<file path="src/rtl/hit_address_sequencer.sv">
// Multi-channel hit address generator: per run, each channel emits NHITS (SSID, hitInfo)
// pairs under valid/ready handshake. Define RANDOM_MODE_EN to enable LFSR-based SSIDs.
module hit_address_sequencer #(
    parameter int          SSIDBITS  = 12,
    parameter int          HITBITS   = 8,
    parameter int          NCHANNELS = 4,
    parameter int          NHITS     = 256,
    parameter logic [31:0] SEED      = 32'hACE1_2468
) (
    input  logic                          clock,
    input  logic                          clearMemory,
    input  logic                          start,
    input  logic                          mode,
    input  logic [NCHANNELS-1:0]          storageReady,
    output logic [NCHANNELS-1:0]          newAddress,
    output logic [NCHANNELS*SSIDBITS-1:0] SSID,
    output logic [NCHANNELS*HITBITS-1:0]  hitInfo,
    output logic                          busy,
    output logic                          done,
    output logic [15:0]                   totalCount
);

    localparam int             CW       = $clog2(NHITS + 1);
    localparam logic [CW-1:0]  LAST_CNT = CW'(NHITS - 1);
    localparam logic [CW-1:0]  FULL_CNT = CW'(NHITS);

    typedef enum logic [1:0] {
        S_IDLE = 2'd0,
        S_RUN  = 2'd1,
        S_DONE = 2'd2
    } state_t;

    state_t                              state_q, state_d;
    logic [NCHANNELS-1:0]                valid_q, valid_d;
    logic [NCHANNELS-1:0][SSIDBITS-1:0]  ssid_q, ssid_d;
    logic [NCHANNELS-1:0][SSIDBITS-1:0]  ssid_first_s, ssid_next_s;
    logic [NCHANNELS-1:0][HITBITS-1:0]   hit_q, hit_d;
    logic [NCHANNELS-1:0][CW-1:0]        cnt_q, cnt_d;
    logic [15:0]                         total_q, total_d, xfer_sum_s;
    logic [NCHANNELS-1:0]                xfer_s, fin_s;

`ifdef RANDOM_MODE_EN
    logic                                rand_q, rand_d;
    logic [NCHANNELS-1:0][31:0]          lfsr_q, lfsr_d, lfsr_next_s, seed_s;

    // Right-shifting Galois LFSR, polynomial x^32+x^22+x^2+x+1.
    function automatic logic [31:0] lfsr_step(input logic [31:0] v);
        lfsr_step = {1'b0, v[31:1]} ^ (v[0] ? 32'h8020_0003 : 32'h0000_0000);
    endfunction

    // Per-channel seed, LFSR advance and SSID candidates for both modes.
    always_comb begin
        seed_s       = '0;
        lfsr_next_s  = '0;
        ssid_first_s = '0;
        ssid_next_s  = '0;
        for (int c = 0; c < NCHANNELS; c++) begin
            seed_s[c]      = SEED ^ 32'(c);
            lfsr_next_s[c] = lfsr_step(lfsr_q[c]);
            if (mode) begin
                ssid_first_s[c] = seed_s[c][SSIDBITS-1:0];
            end else begin
                ssid_first_s[c] = SSIDBITS'(c);
            end
            if (rand_q) begin
                ssid_next_s[c] = lfsr_next_s[c][SSIDBITS-1:0];
            end else begin
                ssid_next_s[c] = ssid_q[c] + SSIDBITS'(NCHANNELS);
            end
        end
    end
`else
    logic unused_mode_s;
    assign unused_mode_s = mode;

    // Sequential-only SSID candidates.
    always_comb begin
        ssid_first_s = '0;
        ssid_next_s  = '0;
        for (int c = 0; c < NCHANNELS; c++) begin
            ssid_first_s[c] = SSIDBITS'(c);
            ssid_next_s[c]  = ssid_q[c] + SSIDBITS'(NCHANNELS);
        end
    end
`endif

    // Handshake decode: transfers, finished channels and transfer popcount.
    always_comb begin
        xfer_s     = valid_q & storageReady & {NCHANNELS{state_q == S_RUN}};
        fin_s      = '0;
        xfer_sum_s = 16'd0;
        for (int c = 0; c < NCHANNELS; c++) begin
            fin_s[c]   = (cnt_q[c] == FULL_CNT);
            xfer_sum_s = xfer_sum_s + 16'(xfer_s[c]);
        end
    end

    // Next-state logic for the FSM and all per-channel datapath registers.
    always_comb begin
        state_d = state_q;
        valid_d = valid_q;
        ssid_d  = ssid_q;
        hit_d   = hit_q;
        cnt_d   = cnt_q;
        total_d = total_q;
`ifdef RANDOM_MODE_EN
        rand_d  = rand_q;
        lfsr_d  = lfsr_q;
`endif
        case (state_q)
            S_IDLE: begin
                if (start) begin
                    state_d = S_RUN;
                    valid_d = '1;
                    ssid_d  = ssid_first_s;
                    hit_d   = '0;
                    cnt_d   = '0;
                    total_d = 16'd0;
`ifdef RANDOM_MODE_EN
                    rand_d  = mode;
                    lfsr_d  = seed_s;
`endif
                end else begin
                    state_d = S_IDLE;
                end
            end
            S_RUN: begin
                // Leave RUN only once every channel has already dropped its valid.
                if (&fin_s) begin
                    state_d = S_DONE;
                end else begin
                    state_d = S_RUN;
                    total_d = total_q + xfer_sum_s;
                    for (int c = 0; c < NCHANNELS; c++) begin
                        if (xfer_s[c]) begin
                            cnt_d[c] = cnt_q[c] + CW'(1);
`ifdef RANDOM_MODE_EN
                            lfsr_d[c] = lfsr_next_s[c];
`endif
                            if (cnt_q[c] == LAST_CNT) begin
                                valid_d[c] = 1'b0;
                            end else begin
                                ssid_d[c] = ssid_next_s[c];
                                hit_d[c]  = hit_q[c] + HITBITS'(1);
                            end
                        end else begin
                            cnt_d[c] = cnt_q[c];
                        end
                    end
                end
            end
            S_DONE: begin
                state_d = S_IDLE;
            end
            default: begin
                state_d = S_IDLE;
            end
        endcase
    end

    // State and datapath registers; clearMemory wins over everything.
    always_ff @(posedge clock) begin
        if (clearMemory) begin
            state_q <= S_IDLE;
            valid_q <= '0;
            ssid_q  <= '0;
            hit_q   <= '0;
            cnt_q   <= '0;
            total_q <= 16'd0;
`ifdef RANDOM_MODE_EN
            rand_q  <= 1'b0;
            lfsr_q  <= '0;
`endif
        end else begin
            state_q <= state_d;
            valid_q <= valid_d;
            ssid_q  <= ssid_d;
            hit_q   <= hit_d;
            cnt_q   <= cnt_d;
            total_q <= total_d;
`ifdef RANDOM_MODE_EN
            rand_q  <= rand_d;
            lfsr_q  <= lfsr_d;
`endif
        end
    end

    assign newAddress = valid_q;
    assign SSID       = ssid_q;
    assign hitInfo    = hit_q;
    assign busy       = (state_q == S_RUN);
    assign done       = (state_q == S_DONE);
    assign totalCount = total_q;

endmodule

</file>
<file path="config.mk">
export PLATFORM = sky130hd
export DESIGN_NAME = hit_address_sequencer
export DESIGN_NICKNAME = d
export VERILOG_FILES = /design/src/rtl/hit_address_sequencer.sv
export SDC_FILE = /design/constraint.sdc
export NUM_CORES = 1
export LEC_CHECK = 0
export CORE_ASPECT_RATIO = 0.7
export CORE_UTILIZATION = 40
export DETAILED_ROUTE_END_ITERATION = 10
export PLACE_DENSITY = 0.7
export SLEW_MARGIN = 40
export SYNTH_ARGS = -nofsm -noshare
export SYNTH_HDL_FRONTEND = slang
export SYNTH_SLANG_ARGS = --single-unit
</file>
<file path="constraint.sdc">
create_clock -name clock -period 3.7 [get_ports clock]
set_input_delay 0.74 -clock clock [delete_from_list [all_inputs] [get_ports clock]]
set_output_delay 0.74 -clock clock [all_outputs]
set_load 0.05 [all_outputs]
</file>
==> results of run 1 <==
[power breakdown]
part	total [uW]	leakage [uW]	internal (uW)	switching (uW)
Clock	1980	0.000338	1320	656
Combinational	289	0.00176	83.2	206
Sequential	1460	0.00107	1450	14.4
Total	3730	0.00317	2850	877
[worst reg2reg max path, stage by stage, from the launching register on]
cell and delay, ns:
dfxtp_1 0.33, ha_1 0.22, and3_1 0.22, and3_1 0.21, and3_1 0.19, ha_1 0.20
nand4b_1 0.20, a21oi_1 0.49, o31ai_4 0.24, buf_4 0.25, or4_1 0.51, a21oi_1 0.15
[metal layers]
metal	track usage, %	vias up	share of wire (%)
met5	0	-	0
met4	7.628	0	1.5
met3	4.282	33	7.2
met2	32.02	286	42
li1	-	3305	-
met1	34.91	3253	49
[kinds of logic after synthesis]
logic type / synth area share [%]
XOR/XNOR: 1.020
multiplexers: 0.6010
AND/OR/NAND/NOR: 23.22
buffers and inverters: 4.753
flip-flops: 38.75
other: 0.05458
adder cells (fa/ha/maj): 4.699
AO/OA/AOI/OAI: 26.90
[through the flow]
stage / std cells / utilization (%) / hold slack, ns / area [sq um]
after floorplan: 808 / - / 0.4537 / 6883
after global placement: 1119 / 49.63 / 0.4554 / 8209
after detailed placement: 1119 / 49.63 / 0.4580 / 8209
after CTS: 1151 / 53.80 / 0.4706 / 8900
after global routing: 1152 / 53.88 / 0.4900 / 8912
final: 1152 / 53.88 / 0.4637 / 8912
[state kept, by name, indices dropped and copies added, names as in the netlist]
register    cells
SSID           43
cnt_q          36
hitInfo        32
newAddress      4
state_q         2
totalCount     16
[path summary, 6_finish.rpt]
check / startpoint / slack (ns) / end
hold reg to reg: hitInfo[15]$_SDFFE_PP0P_ / 0.46 / hitInfo[15]$_SDFFE_PP0P_
hold / removal: hitInfo[15]$_SDFFE_PP0P_ / 0.46 / hitInfo[15]$_SDFFE_PP0P_
setup reg to reg: cnt_q[1]$_SDFFE_PP0P_ / 0.44 / hitInfo[5]$_SDFFE_PP0P_
setup / recovery: storageReady[0] / 0.30 / totalCount[13]$_SDFFE_PP0P_
[final cells by class]
class	instances	area, sq um	area share (%)
tap	225	281.5	3.159
sequential	133	2663	29.88
multi-input combinational	603	3913	43.90
clock inverter	11	220.2	2.471
inverter	25	93.84	1.053
clock buffer	21	470.5	5.279
timing repair buffer	134	1271	14.26
[cells in the mapped netlist (5+ instances only)]
library cell and number:
nand3b_1 12, nor4_1 8, or2_2 5, clkbuf_1 28
nand2_1 57, buf_4 5, or3_1 13, o21a_1 8
a211oi_1 9, a41oi_1 6, o211ai_1 15, nor2_1 51
o311ai_0 10, dfxtp_1 133, a31oi_1 24, nor3b_1 8
buf_2 5, nor3_1 9, o31ai_1 24, nand3_1 45
and4_1 5, o21ai_0 44, nand4_1 14, inv_1 25
a21oi_1 56, ha_1 21, a21o_1 15, a22o_1 5
xnor2_1 7, o41ai_1 6, a311oi_1 7, buf_1 6
and3_1 29, o22ai_1 11, or4_1 13
==> run_results.csv, run 1 <==
group,metric,value,unit
clocking,clk_latency,0.42,ns
yosys,yosys_warnings,0,
worst_setup_path,reg2reg_depth,11,
yosys,synthCells,805,
worst_setup_path,path_class,"primary input to register",
clocking,post_cts_buffers,0,
placed_design,place_ws,-0.1093,ns
yosys,syn_area_per_cell,8.535,sq um
route,drc,0,
placed_design,place.gp.congestion,0.8410,
min_path,worstHoldPathType,"register to register",
yosys,synthArstFlopShare,0,%
worst_setup_path,arrival,3.76,ns
route,vias_per_cell,5.970,
worst_setup_path,crit_cells,11,
yosys,yosysUniqueCellTypes,72,
timing,worst_pin_slew,0.7961,ns
global_routing,grt_pass1_vias,6057,
power_and_ir_drop,power,3728,uW
clocking,cts_buffer_depth,2,
timing,fin_skew,0.01126,ns
timing,period_minus_slack,3.405,ns
clocking,h-tree-depth,4,
worst_setup_path,cp.required,4.05,ns
worst_setup_path,critPathLaunchType,"primary input",
worst_setup_path,endpoint_kind,"register",
min_path,hold_depth,1,
power_and_ir_drop,powerDensity,418.3,nW/um^2
route,ant_nets,0,
floorplan,fp.coreArea,16540,sq um
layout,drive_above_1_share,10.03,%
worst_setup_path,cpLargestDelayFamily,"adder cells",
clocking,cts_tree,"done",
route,drt_wl_total,19960,microns
clocking,clockRootBuffer,"clkbuf_16",
route,vias,6877,
timing,finalHoldViolations,0,
yosys,synth_ff_type,"dfxtp_1",
floorplan,num_rows,39,
layout,final_net_count,946,
layout,layout_commonest_cell,"dfxtp_1",
clocking,clk_pin_slew,0.06,ns
clocking,cts_inserted_buffers,17,
floorplan,die-area,17710,sq um
worst_setup_path,cp_num_buf_inv,3,
worst_setup_path,cp_slowest_cell,"fa_1",
outcome,outcome,"finished, final reports clean",
timing,slew_headroom,46.68,%
power_and_ir_drop,leakage,0.003173,uW
flow_run,maxCapViolCount,0,
layout,syn_to_final_growth,29.72,%
layout,antenna_cells,0,
clocking,ctsResizeCount,0,
yosys,seq_area_frac_synth,38.75,%
route,drt_iter0_drc,617,
yosys,yosysTopAreaCell,"dfxtp_1",
clocking,cts-hold-fix-buffers,0,
global_routing,grt_use_total,22.98,%
global_routing,globalRoute.totalOverflow,0,
placed_design,dp_hpwl,13710,microns
route,route.detailed.wl_per_inst,17.33,microns
floorplan,die_h,111.7,microns
worst_setup_path,crit_fanout,6,
yosys,synthTopCellsByArea,"dfxtp_1, a21oi_1, ha_1, nand3_1, o21ai_0",
power_and_ir_drop,ir_drop,0.0002913,V
yosys,synth-seq-cells,133,
timing,grt_setup_unrepaired,"no",
layout,fill_cells,1495,
yosys,synth_edf_count,0,
worst_setup_path,cp_common_cell,"fa_1",
global_routing,antenna_found_initial,0,
floorplan,start_util,41.53,%
global_routing,grt_pass1_wl,32130,microns
floorplan,dieWidth,158.6,microns
timing,finalCritPeriodShare,92.03,%
timing,finalSetupTns,0,ns
floorplan,io_pins,110,
clocking,clkSinkCount,133,
placed_design,io_buffer_count,104,
timing,setup_slack,0.2950,ns
layout,final_cell_mix,"dfxtp_1, clkdlybuf4s50_1, nand2_1",
yosys,synth_top_area_share,38.75,%
worst_setup_path,slowest_delay,0.50,ns
global_routing,grt_max_degree,38,
timing,setup_violations,0,
route,dr.pass1.iters,6,
worst_setup_path,worstPathCellList,"clkdlybuf4s50_1 -> and3_1 -> inv_1 -> fa_1 -> fa_1 -> nor2b_1 -> o21ai_0 -> a311o_1 -> buf_4 -> or3_1 -> a21oi_1",
yosys,syn_area,6870,sq um
timing,max_clock_freq,293.7,MHz
timing,slew_violations,0,
Note: power is estimated with default switching activity, not from simulation.
==> run 2: changes to the inputs <==
- CORE_MARGIN: default -> 8
- CORE_UTILIZATION: 40 -> 30
- PLACE_DENSITY: 0.7 -> 0.57
==> run 2 against run 1 <==
Effect of this change: via count decreased by 2.1%; count of clock-buffer cells in the layout grew 3; register-to-register slack lost 0.02 ns; worst hold slack better by 0.0034 ns; sequential share of layout area down 0.39 points; worst setup slack worse by 0.045 ns; routed wire length rose by 10%; power decreased by 1.1%; clock power fell by 2%; die area up 59%; largest cell class unchanged; highest routed layer unchanged.
==> run_results.csv, run 2 (synthesized netlist as in run 1, its figures left out) <==
group,metric,value,unit
clocking,cts_tree,"done",
floorplan,io_pins,110,
worst_setup_path,ff2ff_setup_slack,0.42,ns
floorplan,fp.coreArea,22560,sq um
placed_design,place.gp.congestion,0.8172,
worst_setup_path,arrival,3.81,ns
worst_setup_path,r2r_start,"state_q[1]$_SDFF_PP0_",
floorplan,die_h,142.6,microns
clocking,cts-hold-fix-buffers,0,
layout,fin_cells,1242,
timing,setup_violations,0,
min_path,hold_start,"SSID[25]$_SDFFE_PP0P_",
outcome,outcome,"finished, final reports clean",
clocking,clkSinkCount,133,
clocking,cts_inserted_buffers,17,
floorplan,start_util,30.45,%
layout,drive_above_1_share,10.22,%
layout,fill_cells,2331,
power_and_ir_drop,combPwrFrac,7.9,%
route,drc,0,
worst_setup_path,reg2reg_depth,11,
power_and_ir_drop,p_clk_share,52.5,%
timing,finalSetupTns,0,ns
timing,fin_skew,0.007680,ns
clocking,clk_pin_slew,0.06,ns
timing,finalCritPeriodShare,93.24,%
placed_design,io_buffer_count,104,
clocking,clk_latency,0.42,ns
placed_design,place_inst,1210,
placed_design,dp_hpwl,15880,microns
timing,slew_headroom,47.51,%
power_and_ir_drop,ir_drop,0.0003189,V
timing,grt_setup_unrepaired,"no",
floorplan,die-area,28080,sq um
global_routing,grt_use_total,15.47,%
power_and_ir_drop,powerDensity,408.4,nW/um^2
route,drt_iter0_drc,492,
layout,post-route-cell-area,9030,sq um
timing,max_clock_freq,289.9,MHz
route,ant_nets,0,
timing,period_minus_slack,3.450,ns
power_and_ir_drop,power,3688,uW
global_routing,grt_pass1_vias,6233,
route,vias_per_cell,5.421,
global_routing,grt_pass1_wl,34960,microns
worst_setup_path,crit_fanout,8,
worst_setup_path,critPathLaunchType,"primary input",
power_and_ir_drop,swShare,23.67,%
flow_run,maxCapViolCount,0,
clocking,cts_buffer_depth,2,
global_routing,globalRoute.totalOverflow,0,
timing,worst_pin_slew,0.7837,ns
power_and_ir_drop,p_seq_share,39.6,%
worst_setup_path,crit_path_end,"totalCount[15]$_SDFFE_PP0P_",
worst_setup_path,endpoint_kind,"register",
min_path,worstHoldPathType,"register to register",
worst_setup_path,cp.required,4.06,ns
global_routing,antenna_found_initial,0,
clocking,post_cts_buffers,0,
clocking,h-tree-depth,4,
route,dr.pass1.iters,5,
timing,finalHoldViolations,0,
timing,slew_violations,0,
power_and_ir_drop,leakage,0.003182,uW
layout,final_cell_mix,"dfxtp_1, clkdlybuf4s50_1, nand2_1",
layout,syn_to_final_growth,31.43,%
worst_setup_path,startpoint,"storageReady[2]",
layout,antenna_cells,0,
floorplan,dieWidth,196.9,microns
global_routing,grt_max_degree,54,
layout,final_net_count,949,
power_and_ir_drop,intPower,2815,uW
placed_design,placed_cell_area,8361,sq um
floorplan,num_rows,46,
layout,layout_commonest_cell,"dfxtp_1",
route,drt_wl_total,21970,microns
clocking,ctsResizeCount,0,
power_and_ir_drop,p_switching,873.0,uW
clocking,clockRootBuffer,"clkbuf_16",
worst_setup_path,path_class,"primary input to register",
route,vias,6733,
worst_setup_path,rr_endpoint,"totalCount[15]$_SDFFE_PP0P_",
route,route.detailed.wl_per_inst,17.69,microns
layout,largest_reg_flops,43,
## run 2: cell types whose count changed in the layout (fill, tap and decap cells not counted)
cell	previous run	this run
clkinvlp_4	0	1
clkbuf_8	3	5
clkinv_4	3	0
buf_12	1	2
clkbuf_1	1	2
bufinv_16	6	5
clkinv_2	1	2
nor2_4	2	1
buf_4	30	32
nor2_2	0	1
inv_6	1	0
## run 2: worst min path at each step
stage,endpoint,slack [ns],cells past startpoint
finish,SSID[25]$_SDFFE_PP0P_,0.47,2
global route,hitInfo[15]$_SDFFE_PP0P_,0.49,1
CTS,SSID[25]$_SDFFE_PP0P_,0.48,2
detailed placement,SSID[25]$_SDFFE_PP0P_,0.46,2
global placement,SSID[25]$_SDFFE_PP0P_,0.46,2
floorplan,cnt_q[17]$_SDFFE_PP0P_,0.45,1
## run 2: final cells by class
cell class / instances / area (sq um) / area share (%)
clock buffers: 24 / 501.7 / 5.556
well taps: 312 / 390.4 / 4.323
flip-flops and latches: 133 / 2663 / 29.49
inverters: 25 / 93.84 / 1.039
clock inverters: 8 / 167.7 / 1.857
multi-input cells: 603 / 3908 / 43.27
repair buffers: 137 / 1306 / 14.47
## run 2: worst max-delay path, stage by stage
cell	delay (ns)
clkdlybuf4s50_1	0.58
nand3_1	0.17
fa_1	0.49
fa_1	0.46
nor2b_1	0.11
o21ai_0	0.15
a311o_1	0.47
or4_1	0.49
a21oi_1	0.14
## run 2: layer usage
metal  global-route usage (%)  up-vias  routed length (microns)
met4                    3.790        0                      171
met2                    22.00      206                     9174
li1                         -     3305                        -
met5                        0        -                        0
met1                    22.31     3210                    10990
met3                    4.632       12                     1636
## run 2: metrics by stage
stage	worst slack (ns)	utilization [%]	hold WS, ns
final	0.2502	40.02	0.4671
after global routing	0.003880	40.02	0.4902
after CTS	0.2985	40.02	0.4774
after detailed placement	-0.1459	37.06	0.4637
after global placement	-0.1405	37.02	0.4563
after floorplan	0.3026	-	0.4537
## run 2: power groups by stage
stage | logic, uW | clock network [uW] | registers (uW)
after floorplan | 163 | 0 | 1520
after global placement | 288 | 0 | 1490
after detailed placement | 290 | 0 | 1490
after CTS | 290 | 1970 | 1460
after global routing | 313 | 2040 | 1460
final | 291 | 1940 | 1460
